## src/rtl/pulpino_spi_pkg.sv

```systemverilog
// Shared constants and state encoding for the PULPino SPI boot loader.
package pulpino_spi_pkg;

  localparam logic [7:0]  SPI_CMD_WR_MEM = 8'h02;
  localparam int unsigned CMD_BITS       = 8;
  localparam int unsigned ADDR_BITS      = 32;

  typedef enum logic [2:0] {
    IDLE  = 3'd0,
    SETUP = 3'd1,
    CMD   = 3'd2,
    ADDR  = 3'd3,
    DATA  = 3'd4,
    HOLD  = 3'd5,
    GAP   = 3'd6,
    DONE  = 3'd7
  } boot_state_e;

endpackage

```

## src/rtl/spi_sck_gen.sv

```systemverilog
// SCK divider for the boot loader: mode-0 clock plus per-bit start/end strobes.
module spi_sck_gen #(
  parameter int unsigned CLK_DIV = 2
) (
  input  logic s_clk,
  input  logic rst,
  input  logic en,
  output logic sck,
  output logic bit_start,
  output logic bit_end
);

  localparam int unsigned    CW      = $clog2(CLK_DIV + 1);
  localparam logic [CW-1:0]  HALF_TC = CW'(CLK_DIV - 1);

  logic [CW-1:0] cnt;

  // Dropping en parks the divider at the start of a low half, so the next
  // enable begins a bit immediately.
  always_ff @(posedge s_clk) begin
    if (rst || !en) begin
      cnt <= HALF_TC;
      sck <= 1'b0;
    end else if (cnt == '0) begin
      cnt <= HALF_TC;
      sck <= ~sck;
    end else begin
      cnt <= cnt - CW'(1);
    end
  end

  assign bit_start = en && !sck && (cnt == HALF_TC);
  assign bit_end   = en &&  sck && (cnt == '0);

endmodule

```

## src/rtl/spi_boot_loader.sv

```systemverilog
// SPI master that streams a ROM image into the PULPino SPI slave, then raises fetch_en.
//  state | meaning
//  IDLE  | waiting for start
//  SETUP | csn low, CLK_DIV cycles before the first SCK
//  CMD   | shifting the 8-bit write-memory command
//  ADDR  | shifting the 32-bit target address of the frame
//  DATA  | shifting 32-bit data words
//  HOLD  | csn still low, sck low, CLK_DIV cycles
//  GAP   | csn high for 2*CLK_DIV cycles between frames
//  DONE  | one-cycle done pulse, sets fetch_en
module spi_boot_loader
  import pulpino_spi_pkg::*;
#(
  parameter int unsigned CLK_DIV     = 2,
  parameter int unsigned NUM_WORDS   = 1024,
  parameter int unsigned BURST_WORDS = 256,
  parameter logic [31:0] BASE_ADDR   = 32'h0000_0000,
  parameter int unsigned ROM_AW      = 16
) (
  input  logic              s_clk,
  input  logic              rst,
  input  logic              start,
  output logic              busy,
  output logic              done,
  output logic              fetch_en,
  output logic              rom_rd,
  output logic [ROM_AW-1:0] rom_addr,
  input  logic [31:0]       rom_data,
  output logic              spi_csn,
  output logic              spi_sck,
  output logic              spi_mosi
);

  localparam int unsigned     WCW      = $clog2(NUM_WORDS + 1);
  localparam int unsigned     BW       = $clog2(BURST_WORDS + 1);
  localparam int unsigned     TW       = $clog2(2 * CLK_DIV + 1);
  localparam logic [WCW-1:0]  LAST_CNT = WCW'(NUM_WORDS);
  localparam logic [BW-1:0]   ONE_LEFT = BW'(1);

  if (NUM_WORDS == 0 || BURST_WORDS == 0 || CLK_DIV == 0) begin : g_param_chk
    $error("spi_boot_loader: NUM_WORDS, BURST_WORDS and CLK_DIV must all be >= 1");
  end

  boot_state_e    state;
  logic [31:0]    shreg;
  logic [31:0]    pf;
  logic           rd_q;
  logic [4:0]     bit_cnt;
  logic [TW-1:0]  tmr;
  logic [WCW-1:0] word_idx;
  logic [WCW-1:0] rd_idx;
  logic [BW-1:0]  burst_left;

  logic           shifting;
  logic           bit_start;
  logic           bit_end;
  logic [31:0]    next_word;
  logic [31:0]    frame_addr;
  logic [WCW-1:0] words_rem;
  logic [BW-1:0]  burst_load;

  assign shifting = state inside {CMD, ADDR, DATA};

  spi_sck_gen #(.CLK_DIV(CLK_DIV)) u_sck_gen (
    .s_clk     (s_clk),
    .rst       (rst),
    .en        (shifting),
    .sck       (spi_sck),
    .bit_start (bit_start),
    .bit_end   (bit_end)
  );

  // With CLK_DIV=1 the read data arrives on the word boundary itself.
  assign next_word  = rd_q ? rom_data : pf;
  assign frame_addr = BASE_ADDR + (32'(word_idx) << 2);
  assign words_rem  = LAST_CNT - word_idx;

  always_comb begin
    burst_load = BW'(BURST_WORDS);
    if (32'(words_rem) < BURST_WORDS) burst_load = BW'(words_rem);
  end

  assign rom_rd = bit_start && (bit_cnt == '0) &&
                  ((state == ADDR) || ((state == DATA) && (burst_left != ONE_LEFT)));

  always_ff @(posedge s_clk) begin
    if (rst) begin
      state      <= IDLE;
      fetch_en   <= 1'b0;
      shreg      <= '0;
      pf         <= '0;
      rd_q       <= 1'b0;
      bit_cnt    <= '0;
      tmr        <= '0;
      word_idx   <= '0;
      rd_idx     <= '0;
      burst_left <= '0;
    end else begin
      rd_q <= rom_rd;
      if (rd_q)   pf     <= rom_data;
      if (rom_rd) rd_idx <= rd_idx + WCW'(1);
      case (state)
        IDLE: begin
          if (start) begin
            state    <= SETUP;
            fetch_en <= 1'b0;
            word_idx <= '0;
            rd_idx   <= '0;
            tmr      <= TW'(CLK_DIV - 1);
          end
        end
        SETUP: begin
          if (tmr == '0) begin
            state   <= CMD;
            shreg   <= {SPI_CMD_WR_MEM, 24'h0};
            bit_cnt <= 5'(CMD_BITS - 1);
          end else begin
            tmr <= tmr - TW'(1);
          end
        end
        CMD, ADDR, DATA: begin
          if (bit_end) begin
            if (bit_cnt != '0) begin
              shreg   <= {shreg[30:0], 1'b0};
              bit_cnt <= bit_cnt - 5'd1;
            end else begin
              bit_cnt <= 5'(ADDR_BITS - 1);
              case (state)
                CMD: begin
                  state <= ADDR;
                  shreg <= frame_addr;
                end
                ADDR: begin
                  state      <= DATA;
                  shreg      <= next_word;
                  burst_left <= burst_load;
                end
                default: begin
                  word_idx <= word_idx + WCW'(1);
                  if (burst_left == ONE_LEFT) begin
                    state <= HOLD;
                    shreg <= '0;
                    tmr   <= TW'(CLK_DIV - 1);
                  end else begin
                    shreg      <= next_word;
                    burst_left <= burst_left - ONE_LEFT;
                  end
                end
              endcase
            end
          end
        end
        HOLD: begin
          if (tmr == '0) begin
            state <= GAP;
            tmr   <= TW'(2 * CLK_DIV - 1);
          end else begin
            tmr <= tmr - TW'(1);
          end
        end
        GAP: begin
          if (tmr == '0) begin
            if (word_idx == LAST_CNT) begin
              state <= DONE;
            end else begin
              state <= SETUP;
              tmr   <= TW'(CLK_DIV - 1);
            end
          end else begin
            tmr <= tmr - TW'(1);
          end
        end
        DONE: begin
          state    <= IDLE;
          fetch_en <= 1'b1;
        end
        default: state <= IDLE;
      endcase
    end
  end

  assign busy     = (state != IDLE);
  assign done     = (state == DONE);
  assign spi_csn  = !(state inside {SETUP, CMD, ADDR, DATA, HOLD});
  assign spi_mosi = shreg[31];
  assign rom_addr = ROM_AW'(rd_idx);

endmodule
```

## config.mk

```make
export PLATFORM = sky130hd
export DESIGN_NAME = spi_boot_loader
export DESIGN_NICKNAME = d
export VERILOG_FILES = /design/src/rtl/pulpino_spi_pkg.sv /design/src/rtl/spi_sck_gen.sv /design/src/rtl/spi_boot_loader.sv
export SDC_FILE = /design/constraint.sdc
export NUM_CORES = 1
export LEC_CHECK = 0
export CORE_ASPECT_RATIO = 0.6
export CORE_UTILIZATION = 51
export CTS_CLUSTER_SIZE = 14
export DETAILED_ROUTE_END_ITERATION = 8
export PLACE_DENSITY_LB_ADDON = 0.05
export SLEW_MARGIN = 15
export SYNTH_ARGS = -nofsm -noshare
export SYNTH_HDL_FRONTEND = slang
export SYNTH_SLANG_ARGS = --single-unit
```

## constraint.sdc

```tcl
create_clock -name s_clk -period 2.15 [get_ports s_clk]
set_input_delay 0.215 -clock s_clk [delete_from_list [all_inputs] [get_ports s_clk]]
set_output_delay 0.215 -clock s_clk [all_outputs]
set_load 0.02 [all_outputs]
```

After elaboration in Yosys (flattened, before gate mapping)
Cells that the tools add are included.

Register bits after elaboration: 111. Latch bits: 0. Bits in writable memories: 0. Bits in read-only memories: 0. Bits of input ports: 35. Output and inout bits: 23. Word-level logic and storage cells: 122. Memories kept: 0.

Add/sub/neg operators: 7. Multipliers: 0. Divide/modulo/power cells: 0. $lt $le $gt $ge: 1. Equality and inequality tests: 23. Shift-type cells: 0. Mux-type cells: 43. Bitwise logic cells: 3. Reductions and logical operators: 33.

Operators with widths (number): $mux 32 (5); $pmux 32 s2 (2); $mux 11 (7); $mux 3 (16); $add 11x1->11 const B (2); $pmux 11 s2 (1); $ne 2x2->1 const B (10); $mux 9 (2); $pmux 3 s6 (1); $pmux 9 s2 (1); $mux 5 (3); $pmux 3 s5 (1); $reduce_bool 5->1 (3); $eq 3x3->1 const B (4); $eq 11x11->1 const B (1); $lt 11x9->1 const B (1); $sub 11x11->11 const A (1); $pmux 5 s2 (1); $reduce_and 5->1 (2); $eq 9x1->1 const B (1); $ne 9x1->1 const B (1); $sub 9x1->9 const B (1); $reduce_and 8->1 (1); $logic_and 1x1->1 (7); 24 further kinds (35).

Longest topological paths before layout
Depth after elaboration: 9. Depth in mapped cells: 9. Mapped depth without buffers: 7.

Cells and area by module
Synthesis repeated with hierarchy kept, for this count alone.

Cells, all modules: 628. Area, all modules: 5301.3 sq um.

By module, submodules not included: spi_boot_loader (times used 1, cells an instance 612, area each 5152.4 sq um, sequential area each 2162.1 sq um); spi_sck_gen (times used 1, cells an instance 16, area each 148.9 sq um, sequential area each 60.1 sq um).

Least setup slack after synthesis
Ideal clock, no wire load.

Kind: reg-to-reg. Start: register bit_cnt[0]. End: register rd_idx[10]. Arrival: 2075 ps. Required time: 2079 ps. Path slack: 5 ps. Cell stages (with the launch flop): 9. Path buffers: 1. Period minus slack after synthesis: 2145 ps. Path through: dfxtp_1 inv_1 ha_1 or4b_1 clkbuf_1 nor2_4 o21ai_2 or4_1 a21oi_1.

Word-level cells in the longest chain between the ends: 6.

RTL lines: from (decl) (RTL line spi_boot_loader.sv:48) `logic [4:0] bit_cnt;`; from (signal assigned) (RTL line spi_boot_loader.sv:116) `bit_cnt <= 5'(CMD_BITS - 1);`; from (signal assigned) (RTL line spi_boot_loader.sv:125) `bit_cnt <= bit_cnt - 5'd1;`; from (signal assigned) (RTL line spi_boot_loader.sv:127) `bit_cnt <= 5'(ADDR_BITS - 1);`; $logic_not 5->1 (*) (RTL line spi_boot_loader.sv:83) `assign rom_rd = bit_start && (bit_cnt == '0) &&`; $logic_and 1x1->1 (*) (2 in series) (RTL line spi_boot_loader.sv:83); $mux 11 (*) (RTL line spi_boot_loader.sv:101) `if (rom_rd) rd_idx <= rd_idx + WCW'(1);`; $mux 11 (RTL line spi_boot_loader.sv:104) `if (start) begin`; $mux 11 (*) (RTL line spi_boot_loader.sv:102) `case (state)`; to (signal assigned) (RTL line spi_boot_loader.sv:101); to (decl) (RTL line spi_boot_loader.sv:51) `logic [WCW-1:0] rd_idx;`.

Every way passes the cells marked *; elsewhere a longest branch is shown, timed or not. A chain may end at the register's enable or synchronous reset.

Worst setup path in the final report
Start: register bit_cnt[1]. End: register rd_idx[9].

The elaborated chain is that of the path after synthesis.

==> results.toml <==
[power_and_ir_drop]
internal-power_w = 0.00441
peakVddDrop_uv = 611
p_sw_w = 0.00260
p_per_area_nw_per_um2 = 999
clkPwrFrac = 0.249
p_leak_nw = 2.62
seq_power_share = 0.340
p_comb_frac = 0.411
switching_share = 0.371

[drt]
routed-wl-met3_um = 957
dr_total_vias = 5025
wl_per_cell_um = 18.1
antenna_left = 0
routed_wl_um = 15300
dr_wl_met2_um = 6700
wl_met1_um = 7540
drt-initial-drc-count = 391
avgViaCountPerCell = 5.94
top_layer_used = "met4"
firstDrtPassIters = 5
drc = 0

[clock_network]
cts_tree = "built"
clk_latency_ns = 0.35
cts_made_buffers = 9
hold_buffers = 0
clkSinkCount = 111
clockRootBuffer = "clkbuf_16"
cts_buffer_depth = 2
htreeDepth = 3
clk_pin_slew_worst_paths_ns = 0.07

[placement]
routabilityCongestion = 0.910
pre_cts_ws_ns = -0.192
place_inst = 827
dp_hpwl_um = 11200
port_buffers = 52

[layout]
drive_gt1_frac = 0.201
fin_nets = 752
syn_to_final_growth_pct = 28.6
diodes = 0
final_cells = 846

[synth]
synth_ff_type = "dfxtp_1"
yosysTopAreaCellShare = 0.407
ys_seq_area_frac = 0.407
syn_inst = 615
synth_edf_count = 0
avgSynthCellArea_um2 = 8.87
synth_area_um2 = 5460
synth_top_area_cell = "dfxtp_1"
synthArstFlopShare = 0
ys_ff_latch = 111
yosys-top-cells-area = "dfxtp_1, nor2_1, a21oi_1"
ys_warn_count = 0
ys_types = 68

[grt]
grtUsageTotal = 0.286
grt_max_degree = 33
grt_pass1_vias = 4746
antenna_found_initial = 0
grt-ovfl-total = 0
grt_first_pass_wirelength_um = 24300

[floorplanning]
die_area_um2 = 11100
ioPinCount = 58
design.core.area_um2 = 10100
num_rows = 28
die_h_um = 82.1
start_util = 0.539
fp.dieW_um = 136

[outcome]
outcome = "finished, final reports clean"

[timing]
rsz0062_at_grt = "true"
slew_viol_final = 0
tightest_slew_ns = 0.725
skew_ns = 0.0109
fin_tns_setup_ns = 0
hold_violations = 0
setup_slack_ns = 0.0235
setup_viol = 0
period_share = 0.989
clock.fmax_mhz = 470
relSlewSlack = 0.516
fin_crit_ns = 2.13

[worst_setup_path]
required_ns = 2.43
arrival_ns = 2.41
start_kind = "flop"
cp_max_fo = 3
path_class = "reg -> reg"
crit_path_end_kind = "flop"

[flow_run]
maxCapViolCount = 0

[min_path]
hp-class = "in -> reg"
-- layer usage --
metal  global-route usage  up-vias
met3               0.0647       14
li1                     -     2427
met4               0.0753        0
met1                0.413     2418
met2                0.426      166
met5                    0        -
-- cell usage after synthesis, drive strengths merged, types with 3 or more instances --
master / number
nand4b: 3
o2bb2ai: 18
and2: 18
or4: 3
inv: 17
a211oi: 23
or3: 11
a222oi: 13
nor4: 7
nor2: 71
and3: 3
o31ai: 5
nor3b: 3
o311a: 3
mux2i: 19
xnor2: 11
and4: 5
buf: 12
xor2: 12
nor2b: 4
ha: 11
a21oi: 39
o22ai: 3
nand2b: 6
nand2: 28
o21ai: 32
mux2: 15
dfxtp: 111
nand4: 7
clkbuf: 38
nand3: 8
nor3: 23
-- flip-flops by register name, indices dropped and copies added (netlist names) --
name           flops
tmr                3
bit_cnt            5
burst_left         9
fetch_en           1
word_idx          11
pf                32
rd_q               1
u_sck_gen.sck      1
rd_idx            11
shreg             32
state              3
u_sck_gen.cnt      2
-- worst max-delay path: stages (launching register included) --
cell and delay [ns]:
dfxtp_2 0.33, inv_2 0.07, ha_4 0.14, or4b_4 0.49, nor2_4 0.16, buf_6 0.13, buf_6 0.10, o2111ai_4 0.11
or3_1 0.37, a21oi_2 0.16
-- power groups by stage --
| stage | Clock, W | Combinational, W | Sequential, W |
|---|---|---|---|
| after global routing | 0.00187 | 0.00311 | 0.00240 |
| final | 0.00175 | 0.00288 | 0.00238 |
| after detailed placement | 0 | 0.00265 | 0.00241 |
| after global placement | 0 | 0.00257 | 0.00240 |
| after CTS | 0.00178 | 0.00273 | 0.00236 |
| after floorplan | 0 | 0.00165 | 0.00236 |
-- cells in the final DEF, fill, tap and decap left out, types with 7 or more instances in the layout --
master,n
a211oi_1,23
a21oi_1,35
a222oi_1,13
and2_1,18
buf_4,65
clkbuf_16,9
clkdlybuf4s50_1,48
dfxtp_1,107
ha_1,10
inv_1,15
mux2_2,15
mux2i_1,19
nand2_1,28
nand3_1,8
nand4_1,7
nor2_1,69
nor3_1,23
o21ai_0,28
o2bb2ai_1,18
or3_1,9
xnor2_1,11
xor2_1,12
-- metrics by stage --
step / util / area, µm² / hold WS, ns / power, W
4_1_cts: 0.680 / 6880 / 0.315 / 0.00687
3_5_place_dp: 0.645 / 6530 / 0.443 / 0.00506
6_report: 0.693 / 7020 / 0.320 / 0.00701
2_1_floorplan: - / 5470 / 0.381 / 0.00401
3_3_place_gp: 0.645 / 6530 / 0.441 / 0.00497
5_1_grt: 0.693 / 7020 / 0.334 / 0.00739
-- cells by family (layout without fill, tap and decap cells) --
logic type	after synthesis	after routing	share of synthesized area
and+or+nand+nor	211	211	0.205
AOI/OAI and AO/OA	157	157	0.208
other	1	5	0.000687
adders and majority gates	11	11	0.0252
DFF	111	111	0.407
muxes	34	34	0.0658
buffers and inverters	67	159	0.0518
xor gates and xnor gates	23	23	0.0369
-- layout make-up --
class,count,area (µm²)
flip-flops and latches,111,2230
clock inverters,7,92.6
inverters,17,63.8
fillers,805,3110
clock buffers,9,225
multi-input cells,441,3110
repair buffers,126,1140
well taps,135,169
-- path summary, 6_finish.rpt --
check	slack, ns	from	cells after the start	endpoint
hold / removal	0.32	rst	2	shreg[17]
hold reg to reg	0.47	shreg[11]	1	shreg[11]
setup / recovery	0.02	bit_cnt[1]	9	rd_idx[9]
setup reg to reg	0.02	bit_cnt[1]	9	rd_idx[9]
-- what timing repair did --
action                     CTS  global route
setup buffers                2             1
pin swaps                    2            11
setup endpoints to repair   25            43
gates resized for setup      8            32
Power figures use the tool's default switching activity.
